**config.mk**
```make
export PLATFORM = sky130hd
export DESIGN_NAME = fpu_div_iter
export DESIGN_NICKNAME = d
export VERILOG_FILES = /design/src/rtl/fpu_div_iter.sv
export SDC_FILE = /design/constraint.sdc
export NUM_CORES = 1
export LEC_CHECK = 0
export ABC_AREA = 0
export CAP_MARGIN = 30
export CELL_PAD_IN_SITES_DETAIL_PLACEMENT = 0
export CELL_PAD_IN_SITES_GLOBAL_PLACEMENT = 1
export CORE_UTILIZATION = 30
export CTS_BUF_LIST = sky130_fd_sc_hd__clkbuf_16
export CTS_CLUSTER_SIZE = 12
export DETAILED_ROUTE_END_ITERATION = 6
export GPL_TIMING_DRIVEN = 0
export PLACE_DENSITY_LB_ADDON = 0.1
export SYNTH_ARGS = -nofsm -noshare
export SYNTH_HDL_FRONTEND = slang
export SYNTH_SLANG_ARGS = --single-unit
```
**constraint.sdc**
```tcl
create_clock -name clk -period 3.8 [get_ports clk]
set_clock_uncertainty 0.05 [all_clocks]
set_input_delay 0.76 -clock clk [delete_from_list [all_inputs] [get_ports clk]]
set_output_delay 0.76 -clock clk [all_outputs]
set_load 0.01 [all_outputs]
```
**src/rtl/fpu_div_iter.sv**
```systemverilog
// Iterative restoring floating-point divider (result = operand_a / operand_b).
// One quotient bit per cycle, round-to-nearest-even, IEEE-style exception
// flags, denormals flushed to zero, canonical quiet NaN on invalid inputs.
module fpu_div_iter #(
    parameter int EXP_W = 8,
    parameter int MAN_W = 23
) (
    input  logic                   clk,
    input  logic                   rst,
    input  logic                   in_valid,
    output logic                   in_ready,
    input  logic [EXP_W+MAN_W:0]   operand_a,
    input  logic [EXP_W+MAN_W:0]   operand_b,
    output logic                   out_valid,
    input  logic                   out_ready,
    output logic [EXP_W+MAN_W:0]   result,
    output logic [4:0]             flags
);
    localparam int W  = 1 + EXP_W + MAN_W;
    localparam int SW = MAN_W + 1;          // significand incl. hidden bit
    localparam int QW = MAN_W + 3;          // quotient bits / remainder width
    localparam int EW = EXP_W + 2;          // signed working exponent
    localparam int CW = $clog2(QW + 1);

    localparam logic signed [EW-1:0] BIAS_S = EW'(2 ** (EXP_W - 1) - 1);
    localparam logic signed [EW-1:0] EMAX_S = EW'(2 ** EXP_W - 1);
    localparam logic signed [EW-1:0] ONE_S  = EW'(1);
    localparam logic [W-1:0] QNAN = {1'b0, {EXP_W{1'b1}}, 1'b1, {(MAN_W-1){1'b0}}};

    typedef enum logic [1:0] {IDLE, DIVIDE, ROUND, DONE} state_t;

    state_t               state_q, state_d;
    logic [CW-1:0]        cnt_q, cnt_d;
    logic [QW-1:0]        rem_q, rem_d;
    logic [QW-1:0]        quo_q, quo_d;
    logic [SW-1:0]        mb_q, mb_d;
    logic                 sign_q, sign_d;
    logic signed [EW-1:0] exp_q, exp_d;
    logic [W-1:0]         result_q, result_d;
    logic [4:0]           flags_q, flags_d;
    logic                 out_valid_q, out_valid_d;

    // Normalise, round to nearest even and range-check; returns {flags, result}.
    function automatic logic [W+4:0] round_pack(input logic [QW-1:0] q,
                                                input logic rem_nz,
                                                input logic sgn,
                                                input logic signed [EW-1:0] e_in);
        logic [MAN_W-1:0]     frac;
        logic [MAN_W:0]       fr;
        logic                 g;
        logic                 s;
        logic signed [EW-1:0] e;
        if (q[QW-1]) begin
            frac = q[QW-2:2];
            g    = q[1];
            s    = q[0] | rem_nz;
            e    = e_in;
        end else begin
            frac = q[QW-3:1];
            g    = q[0];
            s    = rem_nz;
            e    = e_in - ONE_S;
        end
        fr = {1'b0, frac} + (MAN_W+1)'(g & (s | frac[0]));
        // A carry out leaves the fraction at zero, i.e. significand 1.0.
        if (fr[MAN_W]) e = e + ONE_S;
        if (e >= EMAX_S)
            return {5'b00101, sgn, {EXP_W{1'b1}}, {MAN_W{1'b0}}};
        if (e[EW-1] || e == '0)
            return {5'b00011, sgn, {(W-1){1'b0}}};
        return {4'b0000, g | s, sgn, e[EXP_W-1:0], fr[MAN_W-1:0]};
    endfunction

    assign in_ready  = (state_q == IDLE) && !rst;
    assign out_valid = out_valid_q;
    assign result    = result_q;
    assign flags     = flags_q;

    // Next-state: operand capture and special cases, division step, rounding, handoff.
    always_comb begin
        logic             sa, sb, s;
        logic [EXP_W-1:0] ea, eb;
        logic [MAN_W-1:0] fa, fb;
        logic             a_zero, b_zero, a_inf, b_inf, a_nan, b_nan;
        logic [QW-1:0]    diff;
        logic             qbit;
        logic [W+4:0]     packed_res;

        state_d     = state_q;
        cnt_d       = cnt_q;
        rem_d       = rem_q;
        quo_d       = quo_q;
        mb_d        = mb_q;
        sign_d      = sign_q;
        exp_d       = exp_q;
        result_d    = result_q;
        flags_d     = flags_q;
        out_valid_d = out_valid_q;

        sa = operand_a[W-1];
        sb = operand_b[W-1];
        s  = sa ^ sb;
        ea = operand_a[W-2:MAN_W];
        eb = operand_b[W-2:MAN_W];
        fa = operand_a[MAN_W-1:0];
        fb = operand_b[MAN_W-1:0];
        a_zero = (ea == '0);
        b_zero = (eb == '0);
        a_inf  = (ea == '1) && (fa == '0);
        b_inf  = (eb == '1) && (fb == '0);
        a_nan  = (ea == '1) && (fa != '0);
        b_nan  = (eb == '1) && (fb != '0);

        diff       = '0;
        qbit       = 1'b0;
        packed_res = '0;

        case (state_q)
            IDLE: begin
                if (in_valid && in_ready) begin
                    state_d     = DONE;
                    out_valid_d = 1'b1;
                    flags_d     = 5'b00000;
                    if (a_nan || b_nan) begin
                        result_d = QNAN;
                    end else if ((a_zero && b_zero) || (a_inf && b_inf)) begin
                        result_d = QNAN;
                        flags_d  = 5'b10000;
                    end else if (a_inf) begin
                        result_d = {s, {EXP_W{1'b1}}, {MAN_W{1'b0}}};
                    end else if (b_zero) begin
                        result_d = {s, {EXP_W{1'b1}}, {MAN_W{1'b0}}};
                        flags_d  = 5'b01000;
                    end else if (b_inf || a_zero) begin
                        result_d = {s, {(W-1){1'b0}}};
                    end else begin
                        state_d     = DIVIDE;
                        out_valid_d = 1'b0;
                        rem_d       = {2'b00, 1'b1, fa};
                        mb_d        = {1'b1, fb};
                        quo_d       = '0;
                        cnt_d       = CW'(QW);
                        sign_d      = s;
                        exp_d       = $signed({2'b00, ea}) - $signed({2'b00, eb}) + BIAS_S;
                    end
                end
            end
            DIVIDE: begin
                if (rem_q >= {2'b00, mb_q}) begin
                    diff = rem_q - {2'b00, mb_q};
                    qbit = 1'b1;
                end else begin
                    diff = rem_q;
                    qbit = 1'b0;
                end
                rem_d = {diff[QW-2:0], 1'b0};
                quo_d = {quo_q[QW-2:0], qbit};
                cnt_d = cnt_q - CW'(1);
                if (cnt_q == CW'(1)) state_d = ROUND;
            end
            ROUND: begin
                packed_res  = round_pack(quo_q, rem_q != '0, sign_q, exp_q);
                result_d    = packed_res[W-1:0];
                flags_d     = packed_res[W+4:W];
                out_valid_d = 1'b1;
                state_d     = DONE;
            end
            DONE: begin
                if (out_ready) begin
                    out_valid_d = 1'b0;
                    state_d     = IDLE;
                end
            end
            default: state_d = IDLE;
        endcase
    end

    // State register; reset clears everything and aborts any operation.
    always_ff @(posedge clk) begin
        if (rst) begin
            state_q     <= IDLE;
            cnt_q       <= '0;
            rem_q       <= '0;
            quo_q       <= '0;
            mb_q        <= '0;
            sign_q      <= 1'b0;
            exp_q       <= '0;
            result_q    <= '0;
            flags_q     <= '0;
            out_valid_q <= 1'b0;
        end else begin
            state_q     <= state_d;
            cnt_q       <= cnt_d;
            rem_q       <= rem_d;
            quo_q       <= quo_d;
            mb_q        <= mb_d;
            sign_q      <= sign_d;
            exp_q       <= exp_d;
            result_q    <= result_d;
            flags_q     <= flags_d;
            out_valid_q <= out_valid_d;
        end
    end
endmodule

```
==> results of run 1 <==
[metal layers]
| layer | track usage | part of all wire | vias up |
|---|---|---|---|
| met5 | 0 | 0 | - |
| met3 | 0.04656 | 0.049 | 26 |
| li1 | - | - | 4452 |
| met1 | 0.2916 | 0.50 | 4312 |
| met4 | 0.05652 | 0.017 | 0 |
| met2 | 0.3218 | 0.43 | 201 |
[metrics by stage]
stage | worst slack (ns) | utilization | TNS [ns]
after floorplan | 0.2045 | - | 0
after global placement | -0.8318 | 0.3617 | -30.40
after detailed placement | -0.7863 | 0.3620 | -24.32
after CTS | 0.002761 | 0.3836 | 0
after global routing | -0.01668 | 0.3870 | -0.09582
final | 0.1352 | 0.3871 | 0
[flip-flops by register name, summed over array words and instances, names as in the netlist, 2 cells and up]
register  cells
result       32
quo_q        26
rem_q        26
mb_q         24
exp_q        10
cnt_q         5
flags         5
state_q       2
[repair_timing]
item                       in CTS  in global routing
setup endpoints to repair      51                 75
resized for setup              12                 18
pin swaps                       1                  2
hold endpoints to repair        0                  0
setup buffers                   1                  3
[critical path, delay by kind of cell, from the launching register on]
kind | cells | cell delay, ns
AOI/OAI and AO/OA | 2 | 0.49
adders and majority gates | 1 | 0.24
buffers and inverters | 5 | 1.01
DFF | 1 | 0.32
muxes | 1 | 0.35
and+or+nand+nor | 5 | 1.06
[worst max-delay path by stage]
| stage | from | endpoint | slack [ns] |
|---|---|---|---|
| 4_1_cts | quo_q[25] | result[15] | 0.003 |
| 5_1_grt | quo_q[25] | result[1] | -0.02 |
| 3_3_place_gp | quo_q[25] | result[22] | -0.83 |
| 2_1_floorplan | quo_q[25] | result[22] | 0.20 |
| 6_report | quo_q[25] | result[22] | 0.14 |
| 3_5_place_dp | quo_q[25] | result[22] | -0.79 |
[where the power goes]
group | switching [mW] | internal [mW]
clock network | 0.725 | 0.984
logic | 2.18 | 1.34
registers | 0.153 | 1.53
total | 3.06 | 3.85
[area by class of cell]
class	count	area [µm²]	area share
Buffer	70	344.1	0.03064
Antenna cell	1	2.502	0.0002228
Tap cell	384	480.5	0.04279
Multi-Input combinational cell	878	5813	0.5177
Sequential cell	132	2643	0.2353
Timing Repair Buffer	111	1111	0.09894
Inverter	63	240.2	0.02139
Clock buffer	17	425.4	0.03788
Clock inverter	15	170.2	0.01515
[placed cells by master, fill, tap and decap left out, drive strengths merged, types with 41 or more instances in the layout]
master and count:
nand2 141, dfxtp 132, clkdlybuf4s50 106, a21oi 106
nor2 82, inv 69, clkbuf 66, nand3 54
ha 42, o21ai 41
[Yosys cell counts, types with 8 or more instances]
cell type	count	area share
sky130_fd_sc_hd__a22o_1	20	0.020
sky130_fd_sc_hd__and2_1	11	0.0077
sky130_fd_sc_hd__clkbuf_1	47	0.020
sky130_fd_sc_hd__nand3_1	53	0.030
sky130_fd_sc_hd__o21a_1	9	0.0075
sky130_fd_sc_hd__nor2_1	81	0.034
sky130_fd_sc_hd__a32oi_1	8	0.0078
sky130_fd_sc_hd__a21o_1	12	0.010
sky130_fd_sc_hd__ha_1	42	0.059
sky130_fd_sc_hd__inv_1	63	0.026
sky130_fd_sc_hd__a211o_1	8	0.0078
sky130_fd_sc_hd__nor3_1	24	0.013
sky130_fd_sc_hd__dfxtp_1	132	0.30
sky130_fd_sc_hd__o22ai_1	16	0.011
sky130_fd_sc_hd__a32o_1	8	0.0089
sky130_fd_sc_hd__a21boi_0	8	0.0067
sky130_fd_sc_hd__a22oi_1	21	0.018
sky130_fd_sc_hd__a211oi_1	11	0.0092
sky130_fd_sc_hd__nand2_1	141	0.059
sky130_fd_sc_hd__o21ai_0	40	0.022
sky130_fd_sc_hd__xor2_1	15	0.015
sky130_fd_sc_hd__mux2i_1	27	0.030
sky130_fd_sc_hd__nor2b_1	10	0.0070
sky130_fd_sc_hd__mux2_2	8	0.010
sky130_fd_sc_hd__xnor2_1	30	0.029
sky130_fd_sc_hd__a31oi_1	8	0.0056
sky130_fd_sc_hd__nor4_1	28	0.020
sky130_fd_sc_hd__nand4_1	13	0.0091
sky130_fd_sc_hd__a21oi_1	105	0.059
sky130_fd_sc_hd__buf_1	11	0.0046
[cell families after synthesis]
family                     Yosys count  share of synthesized area
muxes                               35                    0.04025
and+or+nand+nor                    421                     0.2383
adders and majority gates           44                    0.06316
buffers and inverters              133                    0.06205
DFF                                132                     0.2951
xor gates and xnor gates            48                    0.04947
AOI/OAI and AO/OA                  330                     0.2517
==> flow_results.org, run 1 <==
** Status
- Run status :: completed

** Global route
- Pin count of the biggest net entering global routing :: 17
- The first global-routing pass estimated 49520 µm of wire.
- Number of global-route vias before repair :: 8705
- The initial antenna violation count is 1.
- Overflow after GRT :: 0
- Global-route usage over all layers :: 0.2091

** Synthesis
- The number of nets handed over by synthesis was 1255.
- Syn Inst Count :: 1143
- Library cells used by synthesis :: 84
- The Yosys step of the flow raised 0 warnings.
- Number of synthesized flops with an enable pin :: 0
- In the synthesized netlist the async set-or-reset flop fraction comes to 0.
- Cell area after technology mapping :: 8954 µm²
- After synthesis the netlist holds a flip-flop and latch count of 132.
- Post-synth top flop :: sky130_fd_sc_hd__dfxtp_1
- For this run, the register share of the synthesized area comes to 0.2951.
- Averaged over all synthesized cells, the footprint is 7.833 µm².

** Die
- Die Y-Extent :: 174.8 µm
- The die covers 30540 µm².
- Placement Rows :: 62
- IO Count :: 107
- The initial utilization of the core area, before any placement, comes to 0.3086.
- The die is 174.8 µm wide.
- Area inside the core boundary :: 29010 µm²

** Finish
- After routing the design area is 11230 µm².
- In the final design database the tool counted 1385 nets.
- Relative to the synthesized area, the layout overhead comes to 25.42%.
- The filler cells instantiated in the layout total 3062.
- Proportion of layout cells with a drive suffix above 1 :: 0.08087
- Excluding fillers, the count of instances in the completed layout stands at 1671.

** Clock network
- The clock passes through at most 2 buffers.
- TritonCTS built the clock tree.
- The number of clock buffers added by TritonCTS is 17.
- Root buffer selected by CTS :: sky130_fd_sc_hd__clkbuf_16
- The clock net in this run drives a total of 132 sinks.
- Insertion delay of the later-clocked pin in the worst-skew pair :: 0.43 ns
- The number of hold buffers added after CTS was 0.
- After clock tree synthesis, the clock-pin slew on the worst setup and hold paths is 0.06 ns.
- Number of H-tree levels :: 4

** Critical path
- Element type at the critical path start :: flop
- On the worst path, the slowest cell contributes a delay of 0.35 ns.
- Walking the worst path, the cells encountered are buf_6 -> buf_12 -> buf_6 -> buf_4 -> clkbuf_4 -> mux2_2 -> ha_1 -> and4_1 -> nor2b_4 -> and4_1 -> and3_1 -> and3_1 -> a211o_1 -> a31o_1.
- Critical-path maximum fanout :: 10
- STA puts the critical path data required time at 4.07 ns.
- R2r endpoint :: result[22]
- STA puts the critical path data arrival time at 3.93 ns.
- Kind of capture point of the worst setup path :: flop
- The worst register-to-register path has a setup slack of 0.14 ns.
- The critical path is of the reg -> reg type.
- The number of cells on the worst reg-to-reg path is 14.
- Among all stages on the critical path, the largest delay is contributed by sky130_fd_sc_hd__mux2_2.
- In this run the critical register-to-register path is launched from quo_q[25].

** Detailed routing
- Detailed-route wire length per cell :: 18.96 µm
- The detailed router finished its first iteration with 632 violations.
- Before antenna repair, the detailed router went through 5 iterations.
- Summing over every cut layer, the via total after detailed routing is 8991.
- Mean number of vias per cell :: 5.381
- In this run the remaining antenna-violating nets after routing total 0.
- After detailed routing, the number of remaining DRC violations is 0.
- Final Routed Wirelength :: 31690 µm

** STA
- Of the available clock period, the critical path in the final layout requires 0.9644.
- Post-route minimum period :: 3.665 ns
- Final count of hold timing violations :: 0
- Setup violations remaining at the end of the flow were counted as 0.
- Derived from the worst setup path, the maximum achievable clock frequency is 272.9 MHz.
- The max-slew violation count came to 0.
- Relative max-transition margin :: 0.4759
- For the pin with the worst max-slew slack, the measured transition is 0.7862 ns.
- The tightest hold path in the finished design has a slack of 0.4069 ns.

** Power
- Overall power :: 6.916 mW
- Power per standard cell area :: 615.9 nW/µm²
- The worst-case IR drop observed on VDD is 363.2 µV.
- Leak :: 4.070 nW

** Min path
- Capture endpoint of the worst hold path :: mb_q[13]
- Number of stages on the worst hold path :: 2
- Worst Hold Launch :: mb_q[13]
- The tightest min-delay check is of the reg -> reg type.

** Run
- Max-cap violation count :: 0

** Place
- Final estimated routing congestion in global placement :: 0.8717
- Buffers added on ports :: 106
- Counting tap cells, the placed design contains a total of 1634 instances.
- HPWL reported at the end of detailed placement :: 24370 µm
- DP Area :: 10500 µm²
(Power assumes the default switching activity.)
==> run 2, diff against run 1 <==
--- a/config.mk
+++ b/config.mk
@@ -10,7 +10,6 @@
 export CELL_PAD_IN_SITES_DETAIL_PLACEMENT = 0
 export CELL_PAD_IN_SITES_GLOBAL_PLACEMENT = 1
 export CORE_UTILIZATION = 30
-export CTS_BUF_LIST = sky130_fd_sc_hd__clkbuf_16
 export CTS_CLUSTER_SIZE = 12
 export DETAILED_ROUTE_END_ITERATION = 6
 export GPL_TIMING_DRIVEN = 0
==> results of run 2 <==
Same layout as run 1: the final DEF is identical, and so are final timing and power.
